--- src/rtl/sequence_decoder_if.sv ---
// sequence_decoder_if
//   Groups the load/string input and the symbol valid/ready handshake of
//   sequence_decoder, plus its status outputs. Signal prefixes are written
//   from the decoder's point of view (i_ = into the decoder, o_ = out of it).
//
//   i_load       start a decode of i_string_in (accepted only when idle)
//   i_string_in  64-bit encoded input string
//   i_sym_ready  consumer accepts o_sym this cycle
//   o_sym_valid  o_sym holds a decoded symbol
//   o_sym        1=toggle 2=push 3=mic 4=mouse, 0 when not valid
//   o_sym_last   current symbol is the final one of the string
//   o_busy       decoder is not idle
//   o_done       one-cycle pulse on successful completion
//   o_error      malformed string, held until next accepted load or reset
//   o_sym_count  symbols handed off since the last accepted load
//
//   master : the side that loads strings and consumes symbols
//   slave  : the decoder itself
interface sequence_decoder_if;
  logic        i_load;
  logic [63:0] i_string_in;
  logic        i_sym_ready;
  logic        o_sym_valid;
  logic [2:0]  o_sym;
  logic        o_sym_last;
  logic        o_busy;
  logic        o_done;
  logic        o_error;
  logic [5:0]  o_sym_count;

  modport master (
    output i_load, i_string_in, i_sym_ready,
    input  o_sym_valid, o_sym, o_sym_last, o_busy, o_done, o_error, o_sym_count
  );

  modport slave (
    input  i_load, i_string_in, i_sym_ready,
    output o_sym_valid, o_sym, o_sym_last, o_busy, o_done, o_error, o_sym_count
  );
endinterface

--- src/rtl/sequence_decoder.sv ---
// sequence_decoder
//   Decodes a 64-bit encoded input string into its ordered symbols, oldest
//   (most significant) codeword first, one symbol per valid/ready handshake.
//   Codewords are runs of ones closed by a zero: 10=toggle, 110=push,
//   1110=mic, 11110=mouse.
//
//   clock  system clock, all state changes on posedge
//   reset  synchronous, active-low; returns to IDLE with everything cleared
//   bus    sequence_decoder_if.slave (load/string in, symbol handshake out,
//          busy/done/error/sym_count status)
module sequence_decoder (
  input  logic                      clock,
  input  logic                      reset,
  sequence_decoder_if.slave         bus
);

  typedef enum logic [2:0] {
    IDLE,
    SKIP,
    COUNT,
    EMIT,
    DONE,
    ERR
  } state_t;

  state_t      r_state;
  logic [63:0] r_sh;
  logic [2:0]  r_ones;
  logic [6:0]  r_bitCnt;
  logic        r_symValid;
  logic [2:0]  r_sym;
  logic        r_symLast;
  logic        r_busy;
  logic        r_done;
  logic        r_error;
  logic [5:0]  r_symCount;

  logic        w_shEmpty;
  logic        w_exhausted;
  logic        w_restEmpty;

  // The zero fill makes a consumed-out register look like a trailing zero,
  // so a count of consumed bits tells a real terminator (e.g. bit 0 of
  // 64'h2) apart from running off the end of the string after a one.
  assign w_shEmpty   = (r_sh == 64'd0);
  assign w_exhausted = (r_bitCnt == 7'd64);
  assign w_restEmpty = (r_sh[62:0] == 63'd0);

  // Single FSM with the shift datapath and all outputs registered.
  always_ff @(posedge clock) begin
    if (!reset) begin
      r_state    <= IDLE;
      r_sh       <= 64'd0;
      r_ones     <= 3'd0;
      r_bitCnt   <= 7'd0;
      r_symValid <= 1'b0;
      r_sym      <= 3'd0;
      r_symLast  <= 1'b0;
      r_busy     <= 1'b0;
      r_done     <= 1'b0;
      r_error    <= 1'b0;
      r_symCount <= 6'd0;
    end else begin
      r_done <= 1'b0;
      case (r_state)
        IDLE: begin
          if (bus.i_load) begin
            r_sh       <= bus.i_string_in;
            r_ones     <= 3'd0;
            r_bitCnt   <= 7'd0;
            r_symCount <= 6'd0;
            r_error    <= 1'b0;
            r_busy     <= 1'b1;
            r_state    <= SKIP;
          end
        end
        SKIP: begin
          if (w_shEmpty) begin
            r_done  <= 1'b1;
            r_state <= DONE;
          end else if (!r_sh[63]) begin
            r_sh     <= {r_sh[62:0], 1'b0};
            r_bitCnt <= r_bitCnt + 7'd1;
          end else begin
            r_state <= COUNT;
          end
        end
        COUNT: begin
          if (r_sh[63]) begin
            // A fifth one cannot belong to any codeword.
            if (r_ones == 3'd4) begin
              r_state <= ERR;
            end else begin
              r_sh     <= {r_sh[62:0], 1'b0};
              r_bitCnt <= r_bitCnt + 7'd1;
              r_ones   <= r_ones + 3'd1;
            end
          end else if ((r_ones == 3'd0) || w_exhausted) begin
            r_state <= ERR;
          end else begin
            r_sh       <= {r_sh[62:0], 1'b0};
            r_bitCnt   <= r_bitCnt + 7'd1;
            r_sym      <= r_ones;
            r_symValid <= 1'b1;
            r_symLast  <= w_restEmpty;
            r_state    <= EMIT;
          end
        end
        EMIT: begin
          if (bus.i_sym_ready) begin
            r_symCount <= r_symCount + 6'd1;
            r_ones     <= 3'd0;
            r_symValid <= 1'b0;
            r_sym      <= 3'd0;
            r_symLast  <= 1'b0;
            if (r_symLast) begin
              r_done  <= 1'b1;
              r_state <= DONE;
            end else begin
              r_state <= COUNT;
            end
          end
        end
        DONE: begin
          r_busy  <= 1'b0;
          r_state <= IDLE;
        end
        ERR: begin
          r_error <= 1'b1;
          r_busy  <= 1'b0;
          r_state <= IDLE;
        end
        default: begin
          r_busy  <= 1'b0;
          r_state <= IDLE;
        end
      endcase
    end
  end

  assign bus.o_sym_valid = r_symValid;
  assign bus.o_sym       = r_sym;
  assign bus.o_sym_last  = r_symLast;
  assign bus.o_busy      = r_busy;
  assign bus.o_done      = r_done;
  assign bus.o_error     = r_error;
  assign bus.o_sym_count = r_symCount;

endmodule
--- src/flat_wrapper.sv ---
// flat-port wrapper written by rule: the top's interface ports become plain ports
module sequence_decoder_flat 
  (clock, reset, bus_i_load, bus_i_string_in, bus_i_sym_ready, bus_o_sym_valid, bus_o_sym, bus_o_sym_last, bus_o_busy, bus_o_done, bus_o_error, bus_o_sym_count);
  sequence_decoder_if bus_i ();
  input  logic clock;
  input  logic reset;
  input wire logic [$bits(bus_i.i_load)-1:0] bus_i_load;
  input wire logic [$bits(bus_i.i_string_in)-1:0] bus_i_string_in;
  input wire logic [$bits(bus_i.i_sym_ready)-1:0] bus_i_sym_ready;
  output wire logic [$bits(bus_i.o_sym_valid)-1:0] bus_o_sym_valid;
  output wire logic [$bits(bus_i.o_sym)-1:0] bus_o_sym;
  output wire logic [$bits(bus_i.o_sym_last)-1:0] bus_o_sym_last;
  output wire logic [$bits(bus_i.o_busy)-1:0] bus_o_busy;
  output wire logic [$bits(bus_i.o_done)-1:0] bus_o_done;
  output wire logic [$bits(bus_i.o_error)-1:0] bus_o_error;
  output wire logic [$bits(bus_i.o_sym_count)-1:0] bus_o_sym_count;
  assign bus_i.i_load = bus_i_load;
  assign bus_i.i_string_in = bus_i_string_in;
  assign bus_i.i_sym_ready = bus_i_sym_ready;
  assign bus_o_sym_valid = bus_i.o_sym_valid;
  assign bus_o_sym = bus_i.o_sym;
  assign bus_o_sym_last = bus_i.o_sym_last;
  assign bus_o_busy = bus_i.o_busy;
  assign bus_o_done = bus_i.o_done;
  assign bus_o_error = bus_i.o_error;
  assign bus_o_sym_count = bus_i.o_sym_count;
  sequence_decoder u_core (.clock(clock), .reset(reset), .bus(bus_i));
endmodule
--- config.mk ---
export PLATFORM = sky130hd
export DESIGN_NAME = sequence_decoder_flat
export DESIGN_NICKNAME = d
export VERILOG_FILES = /design/src/rtl/sequence_decoder_if.sv /design/src/rtl/sequence_decoder.sv /design/src/flat_wrapper.sv
export SDC_FILE = /design/constraint.sdc
export NUM_CORES = 1
export LEC_CHECK = 0
export CAP_MARGIN = 15
export CORE_MARGIN = 2
export CORE_UTILIZATION = 45
export DETAILED_ROUTE_END_ITERATION = 6
export PLACE_DENSITY = 0.74
export SLEW_MARGIN = 20
export SYNTH_ARGS = -nofsm -noshare
export SYNTH_HDL_FRONTEND = slang
export SYNTH_SLANG_ARGS = --single-unit
--- constraint.sdc ---
create_clock -name clock -period 2.7 [get_ports clock]
set_clock_uncertainty 0.2 [all_clocks]
set_input_delay 0.405 -clock clock [delete_from_list [all_inputs] [get_ports clock]]
set_output_delay 0.405 -clock clock [all_outputs]
set_load 0.05 [all_outputs]
Word level (Yosys, flattened, before mapping):

Cells that the tools add are included.

* reductions and logical operators: 19
* equal/unequal tests: 18
* add/subtract/negate cells: 3
* bitwise operators: 1
* muxes and demuxes: 49

Operators by type and width (number)
* $mux 64: 6
* $pmux 64 s3: 1
* $logic_not 64->1: 1
* $logic_not 63->1: 1
* $mux 3: 14
* $mux 7: 6
* $pmux 7 s3: 1
* $ne 2x2->1 const B: 7
* $mux 6: 2
* $pmux 3 s4: 1
* $pmux 6 s2: 1
* $mux 1: 10
* $pmux 1 s2: 5
* $pmux 3 s3: 1
* $reduce_and 4->1: 2
* $add 7x1->7 const B: 1
* $eq 7x7->1 const B: 1
* $add 6x1->6 const B: 1
* $eq 3x2->1 const B: 2
* $eq 3x3->1 const B: 2
* $logic_not 3->1: 2
* $ne 3x3->1 const B: 2
* $pmux 3 s2: 1
* $reduce_and 3->1: 2
* other kinds (13): 17

* flip-flop bits (word level): 91
* input port bits: 68

Logic depth before layout (Yosys ltp):

Gate-level depths: netlist (run 1).

* word-level depth: 5
* gate-level depth with buffers: 9

Worst setup path after synthesis (run 1):

Ideal clock, no wire load.

* path type: flip-flop to flip-flop
* start: register u_core.r_ones[0]
* end: register u_core.r_sh[10]
* slack: 0.524 ns
* cell stages (with the launch flop): 10
* arrival time: 1.905 ns
* buffers on the path: 2
* library setup time: 0.072 ns
* path through: dfxtp_1 -> inv_1 -> ha_1 -> nor2b_1 -> a211oi_2 -> o31ai_2 -> a21o_4 -> buf_12 -> buf_12 -> mux2i_1

* word-level cells in the longest chain between the ends: 4
* elaborated cells on any way between the ends: 6

Ends and longest elaborated chain
* from (decl): RTL line sequence_decoder.sv:28 `logic [2:0] r_ones;`
* from (signal assigned): RTL line sequence_decoder.sv:96 `r_ones <= r_ones + 3'd1;`
* $logic_not 3->1: RTL line sequence_decoder.sv:98 `end else if ((r_ones == 3'd0) || w_exhausted) begin`
* $logic_or 1x1->1: RTL line sequence_decoder.sv:98
* $ne 3x2->1 (no source line)
* $reduce_and 6->1 (no source line) (*)
* to (signal assigned): RTL line sequence_decoder.sv:82 `r_sh <= {r_sh[62:0], 1'b0};`
* to (signal assigned): RTL line sequence_decoder.sv:94 `r_sh <= {r_sh[62:0], 1'b0};`
* to (signal assigned): RTL line sequence_decoder.sv:101 `r_sh <= {r_sh[62:0], 1'b0};`
* to (decl): RTL line sequence_decoder.sv:27 `logic [63:0] r_sh;`

Mark *: on every way between the ends. The rest lies on a longest branch, timed or not.
A chain may end at the register's enable or synchronous reset.

Worst setup path after layout (run 1):

* start: register u_core.r_sh[37]
* end: register u_core.r_sh[28]

* word-level cells in the longest chain between the ends: 3

Ends and longest elaborated chain
* from (signal assigned): RTL line sequence_decoder.sv:68 `r_sh <= bus.i_string_in;`
* from (signal assigned): RTL line sequence_decoder.sv:82
* from (signal assigned): RTL line sequence_decoder.sv:94
* $logic_not 64->1: RTL line sequence_decoder.sv:45 `assign w_shEmpty = (r_sh == 64'd0);`
* $ne 2x2->1 (no source line)
* $reduce_and 6->1 (no source line)

No other way between the ends.

==> results of run 1 <==
## worst max-delay path, stage by stage, from the launching register on
cell and delay [ns]:
dfxtp_1 0.34, nor4_1 0.40, nand4_1 0.27, o41ai_4 0.43, a21o_4 0.33, buf_4 0.26
mux2i_1 0.22
## power by group through the flow
stage / Combinational (mW) / Sequential (mW) / Clock (mW)
detailed placement: 2.70 / 2.04 / 0
global route: 2.94 / 2.07 / 1.43
global placement: 2.62 / 2.02 / 0
floorplan: 2.25 / 1.92 / 0
finish: 2.74 / 2.02 / 1.37
CTS: 2.71 / 2.01 / 1.39
## layout by cell type (no fill, tap or decap), drive strengths merged, types with 10 or more instances in the layout
master / count
nand2: 146
dfxtp: 91
clkdlybuf4s50: 80
a21oi: 77
mux2i: 67
o21ai: 66
a22o: 62
buf: 23
nor2: 21
nor4: 17
inv: 10
clkbuf: 10
## registers in the layout (all words and copies together) (netlist names)
signal and flops:
u_core.r_state 3, u_core.r_ones 3, u_core.r_bitCnt 7, u_core.bus.o_sym_valid 1
u_core.bus.o_sym_count 6, u_core.bus.o_busy 1, u_core.r_sh 64, u_core.bus.o_sym 3
u_core.bus.o_sym_last 1, u_core.bus.o_done 1, u_core.bus.o_error 1
## metal layers
metal,vias up,routed length (um),track usage,share of wire
met2,181,7530,0.373,0.48
met4,0,306,0.0836,0.020
met5,-,0,0,0
met1,2628,6840,0.293,0.44
li1,2651,-,-,-
met3,25,878,0.0339,0.056
## through the flow
step / cell area (um^2) / std cells / worst slack [ns]
2_1_floorplan: 5830 / 710 / 0.524
3_3_place_gp: 6670 / 918 / 0.168
3_5_place_dp: 6670 / 918 / 0.0639
4_1_cts: 6990 / 933 / 0.0255
5_1_grt: 7000 / 933 / 0.0582
6_report: 7000 / 933 / 0.158
## cell families after synthesis
family / count (synthesis) / synth area share
muxes: 67 / 0.115
AOI/OAI and AO/OA: 239 / 0.282
and+or+nand+nor: 226 / 0.185
DFF: 91 / 0.312
adders and majority gates: 5 / 0.0107
xor gates and xnor gates: 4 / 0.00601
buffers and inverters: 78 / 0.0892
## final timing paths
kind / slack [ns] / end / cells after the start / from
setup / recovery: 0.16 / u_core.r_sh[28] / 6 / u_core.r_sh[37]
hold / removal: 0.26 / u_core.bus.o_busy / 2 / u_core.bus.o_busy
setup reg to reg: 0.16 / u_core.r_sh[28] / 6 / u_core.r_sh[37]
hold reg to reg: 0.26 / u_core.bus.o_busy / 2 / u_core.bus.o_busy
## area by class of cell
class | count | area (um^2) | area share
clock inverter | 5 | 77.6 | 0.0111
sequential | 91 | 1820 | 0.260
tap | 172 | 215 | 0.0307
clock buffer | 10 | 239 | 0.0341
inverter | 11 | 41.3 | 0.00590
timing repair buffer | 103 | 1090 | 0.155
multi-input combinational | 541 | 3520 | 0.503
==> run metrics, run 1 <==
status=finished, final reports clean; PD cells=between 800 and 900 mW/mm^2; max_cap viols=0; Final Core Density=0.555; CTS resizes=0; H-tree Lvls=3; EDFF count, synth=0; Sw Share=0.383; VDD IR max=slightly above 0.4 mV; synth top area cells=dfxtp_1 (31%), mux2i_1 (11%), nand2_1 (9.4%), a22o_2 (8.6%), a21oi_1 (6.6%); initial antenna violation count=0; full die area=between 0.01 and 0.015 mm^2; CTS tree=done; Post-synth top cells=nand2_1 (146), dfxtp_1 (91), a21oi_1 (77), mux2i_1 (67), a22o_2 (50); I/O Pins=between 80 and 90; Via-to-Cell Ratio=~5.9; DRT Wirelength=between 15000 and 20000 um; Sw Pwr=around 2.3 mW; WL per Instance=around 17 um; actual slew at the worst max-slew pin=0.608 ns; Logic pwr share=0.446; Int Power=around 3.8 mW; Routability Congestion=0.819; vias in the first global route=about 5300; Worst setup SP type=flop; pin count of the biggest net entering global routing=between 100 and 150; WHS=between 0.2 and 0.3 ns; ANT nets after route=0; CTS Buffer Depth=2; crit end category=flop; Syn Inst Count=710; # nets final=between 800 and 900; relative slew slack=0.590; Synth Warn #=0; Setup TNS Final=0 ns; Seq/Total Area, Yosys=0.312; Worst-path clk slew=~0.06 ns; via count=5485; CP required=approximately 2.8 ns; Leak=about 2.5 nW; Core Rows=41; port bufs=81; Clock Sinks=91; synthesized area per cell=8.21 um^2; Async SR Flop Fraction=0; crit share post-route=0.941; final hold violation count=0; Worst EP arrival=roughly 2.6 ns; Starting Density=0.462; Die H=~120 um; Final Setup Violations=0; drt pass-1 iters=7; WS Path Type=flop to flop; Die Wd=around 120 um; synthesized area=0.00583 mm^2; Synth top area share=0.312; worst-path fanout max=15; Tot GR Track Use=0.224; fraction of layout cells with a size suffix above 1=0.148; Yosys reg bits=slightly above 90; area grow syn2layout=20.0%; area leader, netlist=dfxtp_1; Main synth FF type=dfxtp_1; first-pass GRT wire length=roughly 26000 um; Final HPWL DP=between 10000 and 15000 um; Cell variety after synth=56; top-count cell post-synth=nand2_1; RSZ-0062 raised after global routing=no; syn_nets=~780; initial drt markers=581; overflow left after global routing=0; Core ar.=~0.013 mm^2; drc violations=0; PnR Total Power=6.13 mW; CTS Hold Buffers Added=0; Clk network pwr share=0.223; postcts setup bufs=0; min cycle time layout=about 2.5 ns; sequential share of power=0.330; Worst-Skew Late Latency=about 0.35 ns; FILL cells=between 1000 and 1500; Antenna Cells=0; max-slew violations=0; Root Driver=clkbuf_16; Worst Hold Class=flop to flop; TritonCTS buffer count=9; Fmax=roughly 0.4 GHz
Note: power is estimated with default switching activity, not from simulation.
==> inputs of run 2 (changes only) <==
--- a/config.mk
+++ b/config.mk
@@ -5,7 +5,6 @@
 export SDC_FILE = /design/constraint.sdc
 export NUM_CORES = 1
 export LEC_CHECK = 0
-export CAP_MARGIN = 15
 export CORE_MARGIN = 2
 export CORE_UTILIZATION = 45
 export DETAILED_ROUTE_END_ITERATION = 6
==> results of run 2 <==
No change in the layout: final DEF, timing and power equal those of run 1.
